$ cat config.mk
export PLATFORM = sky130hd
export DESIGN_NAME = palu_seq_flat
export DESIGN_NICKNAME = d
export VERILOG_FILES = /design/src/rtl/palu_seq_if.sv /design/src/rtl/palu_seq.sv /design/src/flat_wrapper.sv
export SDC_FILE = /design/constraint.sdc
export NUM_CORES = 1
export LEC_CHECK = 0
export BUFFER_PORTS_ARGS = -buffer_cell sky130_fd_sc_hd__buf_2
export CAP_MARGIN = 15
export CORE_AREA = 2 2 85 87
export DETAILED_ROUTE_END_ITERATION = 10
export DIE_AREA = 0 0 87 89
export GPL_ROUTABILITY_DRIVEN = 0
export PLACE_DENSITY = 0.8
export SETUP_SLACK_MARGIN = 0.15
export SYNTH_ARGS = -nofsm -noshare
export SYNTH_HDL_FRONTEND = slang
export SYNTH_SLANG_ARGS = --single-unit
export TNS_END_PERCENT = 50
$ cat constraint.sdc
create_clock -name clk -period 1.79 [get_ports clk]
set_input_delay 0.179 -clock clk [delete_from_list [all_inputs] [get_ports clk]]
set_output_delay 0.179 -clock clk [all_outputs]
set_load 0.1 [all_outputs]
$ cat src/rtl/palu_seq_if.sv
// palu_seq_if: signal bundle between the palu_seq sequencer and its environment
// (instruction store, palu ALU, start/status). The sequencer uses the master modport.
interface palu_seq_if #(
    parameter int PC_W = 5
);
    logic            start;
    logic [PC_W-1:0] instr_addr;
    logic [15:0]     instr;
    logic [7:0]      alu_a;
    logic [7:0]      alu_b;
    logic [2:0]      alu_sel;
    logic [7:0]      alu_f;
    logic            alu_ovf;
    logic            alu_take_branch;
    logic [7:0]      acc;
    logic            ovf_flag;
    logic            busy;
    logic            done;
    logic            err;

    modport master (
        input  start, instr, alu_f, alu_ovf, alu_take_branch,
        output instr_addr, alu_a, alu_b, alu_sel, acc, ovf_flag, busy, done, err
    );

    modport slave (
        output start, instr, alu_f, alu_ovf, alu_take_branch,
        input  instr_addr, alu_a, alu_b, alu_sel, acc, ovf_flag, busy, done, err
    );
endinterface

$ cat src/rtl/palu_seq.sv
// palu_seq: two-cycle (FETCH/EXEC) micro-sequencer with a 4x8 register file driving the palu ALU.
// Optional watchdog abort after 255 executed instructions: define PALU_SEQ_WATCHDOG_EN.
module palu_seq #(
    parameter int PC_W = 5
) (
    input  logic       clk,
    input  logic       rst_n,
    palu_seq_if.master bus
);
    typedef enum logic [1:0] {
        ST_IDLE  = 2'd0,
        ST_FETCH = 2'd1,
        ST_EXEC  = 2'd2
    } state_t;

    localparam logic [1:0]      OP_ALU  = 2'b00;
    localparam logic [1:0]      OP_LDI  = 2'b01;
    localparam logic [1:0]      OP_HALT = 2'b10;
    localparam logic [1:0]      OP_NOP  = 2'b11;
    localparam logic [2:0]      SEL_ADD = 3'd0;
    localparam logic [PC_W-1:0] PC_ZERO = PC_W'(0);
    localparam logic [PC_W-1:0] PC_ONE  = PC_W'(1);

    state_t          state_r;
    state_t          state_s;
    logic [PC_W-1:0] pc_r;
    logic [PC_W-1:0] pc_s;
    logic [PC_W-1:0] pc_inc_s;

    // Decoded instruction register, captured on the FETCH->EXEC edge
    logic [1:0]      op_r;
    logic [2:0]      sel_r;
    logic [1:0]      rd_r;
    logic [7:0]      imm_r;

    logic [7:0]      rf_r [4];
    logic [7:0]      alu_a_r;
    logic [7:0]      alu_b_r;
    logic [2:0]      alu_sel_r;
    logic            ovf_r;
    logic            ovf_s;
    logic            done_r;
    logic            done_s;
    logic            busy_r;
    logic            wr_en_s;
    logic [7:0]      wr_data_s;
    logic            is_branch_s;
    logic            wdog_trip_s;

    assign pc_inc_s    = pc_r + PC_ONE;
    assign is_branch_s = (sel_r[2:1] == 2'b11);

    // Next-state, PC, writeback and flag decode
    always_comb begin
        state_s   = state_r;
        pc_s      = pc_r;
        ovf_s     = ovf_r;
        done_s    = 1'b0;
        wr_en_s   = 1'b0;
        wr_data_s = bus.alu_f;
        case (state_r)
            ST_IDLE: begin
                if (bus.start) begin
                    state_s = ST_FETCH;
                    pc_s    = PC_ZERO;
                    ovf_s   = 1'b0;
                end else begin
                    state_s = ST_IDLE;
                end
            end
            ST_FETCH: begin
                state_s = ST_EXEC;
            end
            ST_EXEC: begin
                if (wdog_trip_s) begin
                    // Abort leaves PC, registers and flags untouched
                    state_s = ST_IDLE;
                    done_s  = 1'b1;
                end else begin
                    state_s = ST_FETCH;
                    case (op_r)
                        OP_ALU: begin
                            if (is_branch_s) begin
                                if (bus.alu_take_branch) begin
                                    pc_s = imm_r[PC_W-1:0];
                                end else begin
                                    pc_s = pc_inc_s;
                                end
                            end else begin
                                wr_en_s   = 1'b1;
                                wr_data_s = bus.alu_f;
                                pc_s      = pc_inc_s;
                                if (sel_r == SEL_ADD) begin
                                    ovf_s = ovf_r | bus.alu_ovf;
                                end else begin
                                    ovf_s = ovf_r;
                                end
                            end
                        end
                        OP_LDI: begin
                            wr_en_s   = 1'b1;
                            wr_data_s = imm_r;
                            pc_s      = pc_inc_s;
                        end
                        OP_HALT: begin
                            state_s = ST_IDLE;
                            done_s  = 1'b1;
                        end
                        OP_NOP: begin
                            pc_s = pc_inc_s;
                        end
                        default: begin
                            pc_s = pc_inc_s;
                        end
                    endcase
                end
            end
            default: begin
                state_s = ST_IDLE;
            end
        endcase
    end

    // FSM state, program counter and sticky/pulse status
    always_ff @(posedge clk or negedge rst_n) begin
        if (!rst_n) begin
            state_r <= ST_IDLE;
            pc_r    <= PC_ZERO;
            ovf_r   <= 1'b0;
            done_r  <= 1'b0;
            busy_r  <= 1'b0;
        end else begin
            state_r <= state_s;
            pc_r    <= pc_s;
            ovf_r   <= ovf_s;
            done_r  <= done_s;
            busy_r  <= (state_s != ST_IDLE);
        end
    end

    // IR capture and ALU operand issue; operands are read from the live instr so they are valid for all of EXEC
    always_ff @(posedge clk or negedge rst_n) begin
        if (!rst_n) begin
            op_r      <= 2'b00;
            sel_r     <= 3'd0;
            rd_r      <= 2'd0;
            imm_r     <= 8'h00;
            alu_a_r   <= 8'h00;
            alu_b_r   <= 8'h00;
            alu_sel_r <= 3'd0;
        end else if (state_r == ST_FETCH) begin
            op_r  <= bus.instr[15:14];
            sel_r <= bus.instr[13:11];
            rd_r  <= bus.instr[10:9];
            imm_r <= bus.instr[7:0];
            if (bus.instr[15:14] == OP_ALU) begin
                alu_a_r   <= rf_r[bus.instr[8:7]];
                alu_b_r   <= rf_r[bus.instr[6:5]];
                alu_sel_r <= bus.instr[13:11];
            end
        end
    end

    // Register file writeback at the end of EXEC
    always_ff @(posedge clk or negedge rst_n) begin
        if (!rst_n) begin
            for (int i = 0; i < 4; i++) begin
                rf_r[i] <= 8'h00;
            end
        end else if (wr_en_s) begin
            rf_r[rd_r] <= wr_data_s;
        end
    end

`ifdef PALU_SEQ_WATCHDOG_EN
    logic [7:0] wdog_r;
    logic       err_r;

    // 255th non-HALT EXEC aborts the program
    assign wdog_trip_s = (state_r == ST_EXEC) && (wdog_r == 8'd254) && (op_r != OP_HALT);

    // Executed-instruction counter and sticky error, both cleared by an accepted start
    always_ff @(posedge clk or negedge rst_n) begin
        if (!rst_n) begin
            wdog_r <= 8'd0;
            err_r  <= 1'b0;
        end else if ((state_r == ST_IDLE) && bus.start) begin
            wdog_r <= 8'd0;
            err_r  <= 1'b0;
        end else if (state_r == ST_EXEC) begin
            wdog_r <= wdog_r + 8'd1;
            if (wdog_trip_s) begin
                err_r <= 1'b1;
            end
        end
    end

    assign bus.err = err_r;
`else
    assign wdog_trip_s = 1'b0;
    assign bus.err     = 1'b0;
`endif

    assign bus.instr_addr = pc_r;
    assign bus.alu_a      = alu_a_r;
    assign bus.alu_b      = alu_b_r;
    assign bus.alu_sel    = alu_sel_r;
    assign bus.acc        = rf_r[0];
    assign bus.ovf_flag   = ovf_r;
    assign bus.busy       = busy_r;
    assign bus.done       = done_r;
endmodule

$ cat src/flat_wrapper.sv
// flat-port wrapper written by rule: the top's interface ports become plain ports
module palu_seq_flat 
#(
    parameter int PC_W = 5
)
  (clk, rst_n, bus_start, bus_instr, bus_alu_f, bus_alu_ovf, bus_alu_take_branch, bus_instr_addr, bus_alu_a, bus_alu_b, bus_alu_sel, bus_acc, bus_ovf_flag, bus_busy, bus_done, bus_err);
  palu_seq_if #(.PC_W(PC_W)) bus_i ();
  input  logic clk;
  input  logic rst_n;
  input wire logic [$bits(bus_i.start)-1:0] bus_start;
  input wire logic [$bits(bus_i.instr)-1:0] bus_instr;
  input wire logic [$bits(bus_i.alu_f)-1:0] bus_alu_f;
  input wire logic [$bits(bus_i.alu_ovf)-1:0] bus_alu_ovf;
  input wire logic [$bits(bus_i.alu_take_branch)-1:0] bus_alu_take_branch;
  output wire logic [$bits(bus_i.instr_addr)-1:0] bus_instr_addr;
  output wire logic [$bits(bus_i.alu_a)-1:0] bus_alu_a;
  output wire logic [$bits(bus_i.alu_b)-1:0] bus_alu_b;
  output wire logic [$bits(bus_i.alu_sel)-1:0] bus_alu_sel;
  output wire logic [$bits(bus_i.acc)-1:0] bus_acc;
  output wire logic [$bits(bus_i.ovf_flag)-1:0] bus_ovf_flag;
  output wire logic [$bits(bus_i.busy)-1:0] bus_busy;
  output wire logic [$bits(bus_i.done)-1:0] bus_done;
  output wire logic [$bits(bus_i.err)-1:0] bus_err;
  assign bus_i.start = bus_start;
  assign bus_i.instr = bus_instr;
  assign bus_i.alu_f = bus_alu_f;
  assign bus_i.alu_ovf = bus_alu_ovf;
  assign bus_i.alu_take_branch = bus_alu_take_branch;
  assign bus_instr_addr = bus_i.instr_addr;
  assign bus_alu_a = bus_i.alu_a;
  assign bus_alu_b = bus_i.alu_b;
  assign bus_alu_sel = bus_i.alu_sel;
  assign bus_acc = bus_i.acc;
  assign bus_ovf_flag = bus_i.ovf_flag;
  assign bus_busy = bus_i.busy;
  assign bus_done = bus_i.done;
  assign bus_err = bus_i.err;
  palu_seq #(.PC_W(PC_W)) u_core (.clk(clk), .rst_n(rst_n), .bus(bus_i));
endmodule
==> results of run 1 <==
repair_timing:
action                                 CTS  global route
setup endpoints to repair               26            34
hold buffers                             1             0
endpoints found under the hold margin   37             0
gates resized for setup                  2            16
pin swaps                                0             1
buffers inserted                         1             0
layout make-up:
type,count,area [sq um],share of cell area
Multi-Input combinational cell,166,1670,0.381
Tap cell,80,100,0.0228
Sequential cell,76,1910,0.435
Timing Repair Buffer,78,483,0.110
Clock inverter,7,76.3,0.0174
Inverter,7,26.3,0.00598
Clock buffer,9,124,0.0282
metrics by stage:
step | area [sq um] | setup slack [ns] | hold slack [ns]
floorplan | 3690 | 0.154 | -0.117
global placement | 4110 | 0.156 | 0.176
detailed placement | 4110 | 0.0906 | 0.181
CTS | 4330 | 0.164 | 0.00844
global route | 4400 | 0.132 | 0.0326
finish | 4400 | 0.158 | 0.0200
routing by layer:
metal | vias up | share of wire
met5 | - | 0
met4 | 0 | 0.027
met3 | 23 | 0.054
met2 | 107 | 0.49
met1 | 1218 | 0.43
li1 | 1099 | -
how the worst min path moves through the flow:
| stage | depth (start not counted) | endpoint | slack [ns] | from |
|---|---|---|---|---|
| global route | 3 | u_core.imm_r[3] | 0.03 | bus_instr[3] |
| CTS | 3 | u_core.rd_r[1] | 0.008 | bus_instr[10] |
| floorplan | 0 | u_core.bus.acc[0] | -0.12 | rst_n |
| detailed placement | 1 | u_core.bus.alu_b[2] | 0.18 | rst_n |
| finish | 3 | u_core.rd_r[1] | 0.02 | bus_instr[10] |
| global placement | 1 | u_core.bus.alu_b[2] | 0.18 | rst_n |
registers in the layout (all words and copies together), names as in the netlist, 3 cells and up:
signal	flops
u_core.sel_r	3
u_core.bus.acc	8
u_core.bus.instr_addr	5
u_core.bus.alu_a	8
u_core.bus.alu_b	8
u_core.rf_r	24
u_core.imm_r	8
u_core.bus.alu_sel	3
worst max-delay path: stages (launching register included):
cell	delay, ns
dfrtp_2	0.44
and4bb_2	0.34
buf_12	0.14
mux2_4	0.32
mux2_2	0.27
logic make-up after synthesis:
| kind of cell | after synthesis | synth area share |
|---|---|---|
| buf+inv | 27 | 0.0466 |
| simple gates | 75 | 0.104 |
| mux | 78 | 0.305 |
| flops | 76 | 0.518 |
| fa+ha+maj | 1 | 0.00340 |
| compound gates | 11 | 0.0221 |
| other cells | 1 | 0.00102 |
cells in the mapped netlist, drive strengths merged (2+ instances only):
| master | number |
|---|---|
| nor2 | 5 |
| nand2 | 44 |
| buf | 18 |
| dfrtp | 76 |
| o22ai | 2 |
| mux2 | 59 |
| and4b | 3 |
| nand3 | 3 |
| o32ai | 2 |
| nand2b | 3 |
| mux4 | 16 |
| nand4 | 2 |
| mux2i | 3 |
| a221oi | 2 |
| nor2b | 4 |
| inv | 6 |
| clkbuf | 2 |
placed cells by master, fill, tap and decap left out, drive strengths merged, types with 3 or more instances in the layout:
cell type,netlist,routed
mux2,59,59
inv,6,7
nand2,44,44
nor2,5,5
mux2i,3,3
mux4,16,16
and4b,3,3
nor2b,4,4
dfrtp,76,76
clkinv,1,4
nand2b,3,3
nand3,3,3
buf,18,77
clkbuf,2,9
==> out/metrics.yaml, run 1 <==
clock_tree:
  cts_tree: "yes"
  htreeDepth: 3
  cts_root_buf: "clkbuf_8"
  cts_num_sinks: 76
  clockBufferDepth: 2
  clk_pin_slew_ns: 0.08
  clock_latency_ns: 0.35
  numCtsBuffers: 9
synth:
  yosys_warnings: 0
  synth_edf_count: 0
  ys_seq_area_frac: 0.518
  synth_cell_types: 41
  synthCells: 269
  avgSynthCellArea_sq_um: 13.7
  async_reset_ff_frac: 1.00
  synth_area_sq_um: 3670
  synthesis.nets: 299
  synth_top_cell_area_share: 0.518
  synth_area_leaders: "dfrtp_1 52%, mux2_2 13%, mux4_2 9.8%, mux2_4 7.4%, nand2_1 4.5%"
  synth_top_area_cell: "dfrtp_1"
  yosys_register_bits: 76
  synthFlopType: "dfrtp_1"
routing:
  first_iter_violations: 100
  ant_nets: 0
  routedWlPerCell_um: 18.4
  dr.pass1.iters: 4
  drc: 0
  via_count: 2447
  drt_wl_total_um: 7770
  viasPerCell: 5.78
finish:
  fill_cells: 504
  fin_cells: 423
  final_core_util: 0.654
  fin_nets: 368
  area_growth_pct: 19.6
  diodes: 0
  drive_gt1_frac: 0.531
placed_design:
  dp_cells: 405
  dp_hpwl_um: 5430
  io_buffers: 63
timing:
  slew_violations: 0
  grt_setup_unrepaired: "true"
  setup_violations: 0
  fin_crit_ns: 1.63
  hold_violations: 0
  fmax_mhz: 613
  fin_crit_sh: 0.912
  setup_tns_ns: 0
  fin_skew_ns: 0.0103
global_routing:
  grt_overflow: 0
  grt_util_met1: 0.294
  globalRouteMet3Util: 0.0416
  grt.met2_usage: 0.344
  grtUsageTotal: 0.220
  grt_max_degree: 40
  grt_pass1_wl_um: 12700
  grt.busiest_layer: "met2"
  grt_pass1_vias: 2547
  antenna_found_initial: 0
worst_setup_path:
  arrival_ns: 1.87
  startpoint: "u_core.op_r[1]"
  setup.worst_path.end: "u_core.rf_r[23]"
  cp.required_ns: 2.03
  crit_type: "reg2reg"
  reg2reg_depth: 4
  critPathMaxFanout: 8
  crit_path_start_kind: "flop"
  rrSetupSlack_ns: 0.16
  reg2reg_from: "u_core.op_r[1]"
  r2r_end: "u_core.rf_r[23]"
  critPathCaptureType: "flop"
die:
  die-area_sq_um: 7740
  die_w_um: 87
  core-area_sq_um: 6720
  ios: 65
  start_util: 0.547
  die_h_um: 89
  rows: 30
outcome:
  status: "finished clean"
flow_run:
  max-cap-violations: 0
worst_hold_path:
  holdCritPathClass: "in2reg"
Power of run 1 is left out: the tool's default activity adds up to more than one toggle a clock period on the data nets, which glitch-free logic cannot reach.
==> inputs of run 2 (changes only) <==
--- a/config.mk
+++ b/config.mk
@@ -5,13 +5,13 @@
 export SDC_FILE = /design/constraint.sdc
 export NUM_CORES = 1
 export LEC_CHECK = 0
-export BUFFER_PORTS_ARGS = -buffer_cell sky130_fd_sc_hd__buf_2
 export CAP_MARGIN = 15
-export CORE_AREA = 2 2 85 87
+export CORE_AREA = 2 2 82 84
 export DETAILED_ROUTE_END_ITERATION = 10
-export DIE_AREA = 0 0 87 89
+export DIE_AREA = 0 0 84 86
+export DONT_BUFFER_PORTS = 1
 export GPL_ROUTABILITY_DRIVEN = 0
-export PLACE_DENSITY = 0.8
+export PLACE_DENSITY = 0.77
 export SETUP_SLACK_MARGIN = 0.15
 export SYNTH_ARGS = -nofsm -noshare
 export SYNTH_HDL_FRONTEND = slang
==> out/metrics.yaml, run 2 (synthesis results as in run 1) <==
placed_design:
  dp_cells: 371  # -8.4%
  io_buffers: 0  # -100%
  dp_hpwl_um: 4910  # -9.6%
outcome:
  violations: "hold timing"
  status: "finished with violations"
clock_tree:
  cts_tree: "yes"
  clk_pin_slew_ns: 0.08  # about the same
  clock_latency_ns: 0.36  # about the same
  cts_num_sinks: 76  # unchanged
  clockBufferDepth: 2  # unchanged
  cts_root_buf: "clkbuf_8"
  numCtsBuffers: 9  # unchanged
  hold_buffers: 15  # +14
  htreeDepth: 3  # unchanged
die:
  die_h_um: 86  # -3.4%
  die-area_sq_um: 7220  # -6.7%
  rows: 29  # -3.3%
  die_w_um: 84  # -3.4%
  core-area_sq_um: 6280  # -6.6%
  start_util: 0.585  # +0.0385
  ios: 65  # unchanged
routing:
  via_count: 2320  # -5.2%
  drc: 0  # unchanged
  first_iter_violations: 141  # +41%
  viasPerCell: 5.71  # -1.2%
  ant_nets: 0  # unchanged
  dr.pass1.iters: 4  # unchanged
  routedWlPerCell_um: 18.7  # +1.9%
  drt_wl_total_um: 7600  # -2.2%
finish:
  fin_cells: 406  # -4.0%
  final_cell_mix: "69 x dfrtp_1, 45 x buf_4, 44 x nand2_1, 31 x mux2_2, 28 x mux2_4"
  area_growth_pct: 21.9
  layout_commonest_cell: "dfrtp_1"
  largest_reg_flops: 24  # unchanged
  fill_cells: 410  # -19%
  top_register: "u_core.rf_r"
  drive_gt1_frac: 0.465  # -0.0656
  diodes: 0  # unchanged
  fin_nets: 354  # -3.8%
worst_hold_path:
  holdCritPathClass: "in2async"
flow_run:
  max-cap-violations: 0  # unchanged
worst_setup_path:
  cp_slowest_cell: "and4bb_4"
  crit_type: "reg2reg"
  arrival_ns: 1.89  # +0.02 ns
  crit_path_start_kind: "flop"
  crit_path_cell_trace: "and4bb_4 > mux2_4 > mux2_4"
  critPathMaxFanout: 8  # unchanged
  cp_common_cell: "mux2_4"
  cp_slowest_stage_delay_ns: 0.50  # +0.06 ns
  critPathCaptureType: "flop"
  cp.required_ns: 2.03  # about the same
  reg2reg_depth: 3  # -1
global_routing:
  grtUsageTotal: 0.230  # +0.00997
  antenna_found_initial: 0  # unchanged
  grt.met2_usage: 0.376  # +0.0325
  grt_pass1_wl_um: 12400  # -2.3%
  grt_overflow: 0  # unchanged
  globalRouteMet3Util: 0.0770  # +0.0354
  grt_pass1_vias: 2404  # -5.6%
  grt.busiest_layer: "met2"
  grt_util_met1: 0.288  # -0.00583
  grt_max_degree: 77  # +93%
timing:
  fmax_mhz: 604  # -1.4%
  grt_setup_unrepaired: "true"
  fin_crit_sh: 0.925  # +0.0128
  slew_violations: 0  # unchanged
  setup_violations: 0  # unchanged
  fin_crit_ns: 1.66  # +0.0228 ns
  hold_violations: 76  # +76
  setup_tns_ns: 0  # unchanged
  fin_skew_ns: 0.00928  # -0.00102 ns
  fin_hold_ws_ns: -0.493  # -0.513 ns
## run 2: worst max-delay path, delay by kind of cell, from the launching register on
| kind | cells | cell delay, ns |
|---|---|---|
| mux | 2 | 0.61 |
| simple gates | 1 | 0.50 |
| flops | 1 | 0.43 |
## run 2: metal layers
layer  up-vias  share of wire
met4         0          0.018
li1       1074              -
met2        66           0.51
met3        13          0.056
met5         -              0
met1      1167           0.42
## run 2: path summary, 6_finish.rpt
| check | from | to | slack (ns) |
|---|---|---|---|
| setup / recovery | u_core.state_r[0] | u_core.rf_r[10] | 0.13 |
| setup reg to reg | u_core.state_r[0] | u_core.rf_r[10] | 0.13 |
| max in group asynchronous | rst_n | u_core.bus.instr_addr[4] | 2.16 |
| hold / removal | rst_n | u_core.bus.alu_b[4] | -0.49 |
| hold reg to reg | u_core.imm_r[7] | u_core.imm_r[7] | 0.49 |
| min in group clk | bus_alu_ovf | u_core.bus.ovf_flag | 0.01 |
## run 2: area by class of cell
class                      instances  area, sq um  area share
inverter                           7         26.3     0.00586
tap                               77         96.3      0.0215
clock inverter                     4         70.1      0.0156
multi-input combinational        166         1660       0.371
sequential                        76         1910       0.426
timing repair buffer              64          551       0.123
clock buffer                      12          165      0.0369
## run 2: timing repair
item | in CTS | in global routing
pin swaps | 1 | 2
setup endpoints to repair | 32 | 32
buffers inserted | 3 | 1
endpoints found under the hold margin | 94 | 76
gates resized for setup | 10 | 7
## run 2: through the flow
stage / util / area, sq um / setup slack [ns] / hold slack, ns
after global routing: 0.714 / 4480 / 0.0997 / -0.513
after floorplan: - / 3690 / 0.154 / -0.117
after detailed placement: 0.638 / 4000 / 0.0496 / -0.115
after CTS: 0.709 / 4450 / 0.129 / -0.501
after global placement: 0.638 / 4000 / 0.0964 / -0.114
final: 0.714 / 4480 / 0.135 / -0.493
Power of run 2 is left out for the same reason.
==> inputs of run 3 (changes only) <==
--- a/config.mk
+++ b/config.mk
@@ -5,12 +5,12 @@
 export SDC_FILE = /design/constraint.sdc
 export NUM_CORES = 1
 export LEC_CHECK = 0
-export CAP_MARGIN = 15
 export CORE_AREA = 2 2 82 84
 export DETAILED_ROUTE_END_ITERATION = 10
 export DIE_AREA = 0 0 84 86
 export DONT_BUFFER_PORTS = 1
 export GPL_ROUTABILITY_DRIVEN = 0
+export HOLD_SLACK_MARGIN = 0.1
 export PLACE_DENSITY = 0.77
 export SETUP_SLACK_MARGIN = 0.15
 export SYNTH_ARGS = -nofsm -noshare
==> out/metrics.yaml, run 3 (synthesis results as in run 1) <==
die:
  ios: 65  # unchanged
  die-area_sq_um: 7220  # unchanged
  rows: 29  # unchanged
  die_h_um: 86  # unchanged
  start_util: 0.585  # unchanged
  die_w_um: 84  # unchanged
  core-area_sq_um: 6280  # unchanged
finish:
  seqCellArea_sq_um: 1910  # about the same
  multiInputGateArea_sq_um: 1670  # +0.60%
  drive_gt1_frac: 0.461  # -0.00444
  fin_nets: 355  # +0.28%
  final_cell_mix: "70 x dfrtp_1, 44 x nand2_1, 42 x buf_4, 30 x mux2_2, 29 x mux2_4"
  area_growth_pct: 22.7
  largest_reg_flops: 24  # unchanged
  diodes: 0  # unchanged
  top_register: "u_core.rf_r"
  layout_commonest_cell: "dfrtp_1"
  fill_cells: 409  # -0.24%
worst_hold_path:
  holdCritPathClass: "in2async"
timing:
  grt_setup_unrepaired: "true"
  setup_tns_ns: 0  # unchanged
  setup_violations: 0  # unchanged
  fin_crit_ns: 1.65  # -0.00226 ns
  hold_violations: 76  # unchanged
  slew_violations: 0  # unchanged
  fmax_mhz: 605  # +0.14%
  fin_hold_ws_ns: -0.492  # +0.00136 ns
  fin_crit_sh: 0.923  # -0.00126
  fin_skew_ns: 0.00961  # +0.000323 ns
worst_setup_path:
  critPathMaxFanout: 8  # unchanged
  critPathCaptureType: "flop"
  arrival_ns: 1.89  # about the same
  cp.required_ns: 2.03  # about the same
  crit_path_start_kind: "flop"
  crit_type: "reg2reg"
  reg2reg_depth: 4  # +1
global_routing:
  grt_overflow: 0  # unchanged
  grt_pass1_wl_um: 12500  # +0.51%
  grt_max_degree: 77  # unchanged
  grt_pass1_vias: 2413  # +0.37%
  antenna_found_initial: 0  # unchanged
  grtUsageTotal: 0.231  # +0.00109
routing:
  drt_wl_total_um: 7710  # +1.4%
  ant_nets: 0  # unchanged
  first_iter_violations: 174  # +23%
  drc: 0  # unchanged
  dr.pass1.iters: 4  # unchanged
  via_count: 2344  # +1.0%
  routedWlPerCell_um: 18.9  # +1.2%
  viasPerCell: 5.76  # +0.79%
clock_tree:
  hold_buffers: 17  # +2
  cts_root_buf: "clkbuf_8"
  clk_pin_slew_ns: 0.08  # about the same
  clockBufferDepth: 2  # unchanged
  clock_latency_ns: 0.35  # about the same
  cts_num_sinks: 76  # unchanged
  numCtsBuffers: 9  # unchanged
  htreeDepth: 3  # unchanged
  cts_tree: "yes"
placed_design:
  io_buffers: 0  # unchanged
  dp_hpwl_um: 4910  # unchanged
flow_run:
  max-cap-violations: 0  # unchanged
outcome:
  status: "finished with violations"
  violations: "hold timing"
[run 3: layout make-up]
cell class                      count  share of cell area
Clock buffer                       12              0.0366
Tap cell                           77              0.0214
Clock inverter                      4              0.0155
Multi-Input combinational cell    166               0.371
Sequential cell                    76               0.423
Timing Repair Buffer               65               0.127
Inverter                            7             0.00583
[run 3: per-stage QoR]
| stage | util | setup slack (ns) | hold slack (ns) | std cells | instance area [sq um] |
|---|---|---|---|---|---|
| global route | 0.718 | 0.0716 | -0.513 | 407 | 4510 |
| detailed placement | 0.638 | 0.0496 | -0.115 | 371 | 4000 |
| CTS | 0.712 | 0.129 | -0.501 | 407 | 4470 |
| finish | 0.718 | 0.137 | -0.492 | 407 | 4510 |
| global placement | 0.638 | 0.0964 | -0.114 | 371 | 4000 |
| floorplan | - | 0.154 | -0.117 | 269 | 3690 |
[run 3: final timing paths]
path / endpoint / slack (ns) / from
max: u_core.rf_r[8] / 0.14 / u_core.state_r[1]
min: u_core.bus.alu_b[4] / -0.49 / rst_n
max reg2reg: u_core.rf_r[8] / 0.14 / u_core.state_r[1]
min reg2reg: u_core.imm_r[7] / 0.50 / u_core.imm_r[7]
max in group asynchronous: u_core.bus.instr_addr[3] / 2.17 / rst_n
min in group clk: u_core.rf_r[14] / 0.13 / bus_alu_f[6]
[run 3: metal layers]
metal	track usage	routed length, um
met5	0	0
met1	0.289	3200
met2	0.379	3850
met3	0.0770	481
met4	0.0836	175
[run 3: timing repair]
item	4_1_cts	5_1_grt
cloned	0	0
setup endpoints to repair	32	33
buffers inserted	3	0
resized for setup	10	10
hold endpoints to repair	95	76
pin swaps	1	3
[run 3: worst max-delay path: stages (launching register included)]
cell and delay [ns]:
dfrtp_1 0.46, nor3b_2 0.27, and4b_1 0.27, buf_6 0.18, mux2_2 0.34
Power of run 3 is left out for the same reason.
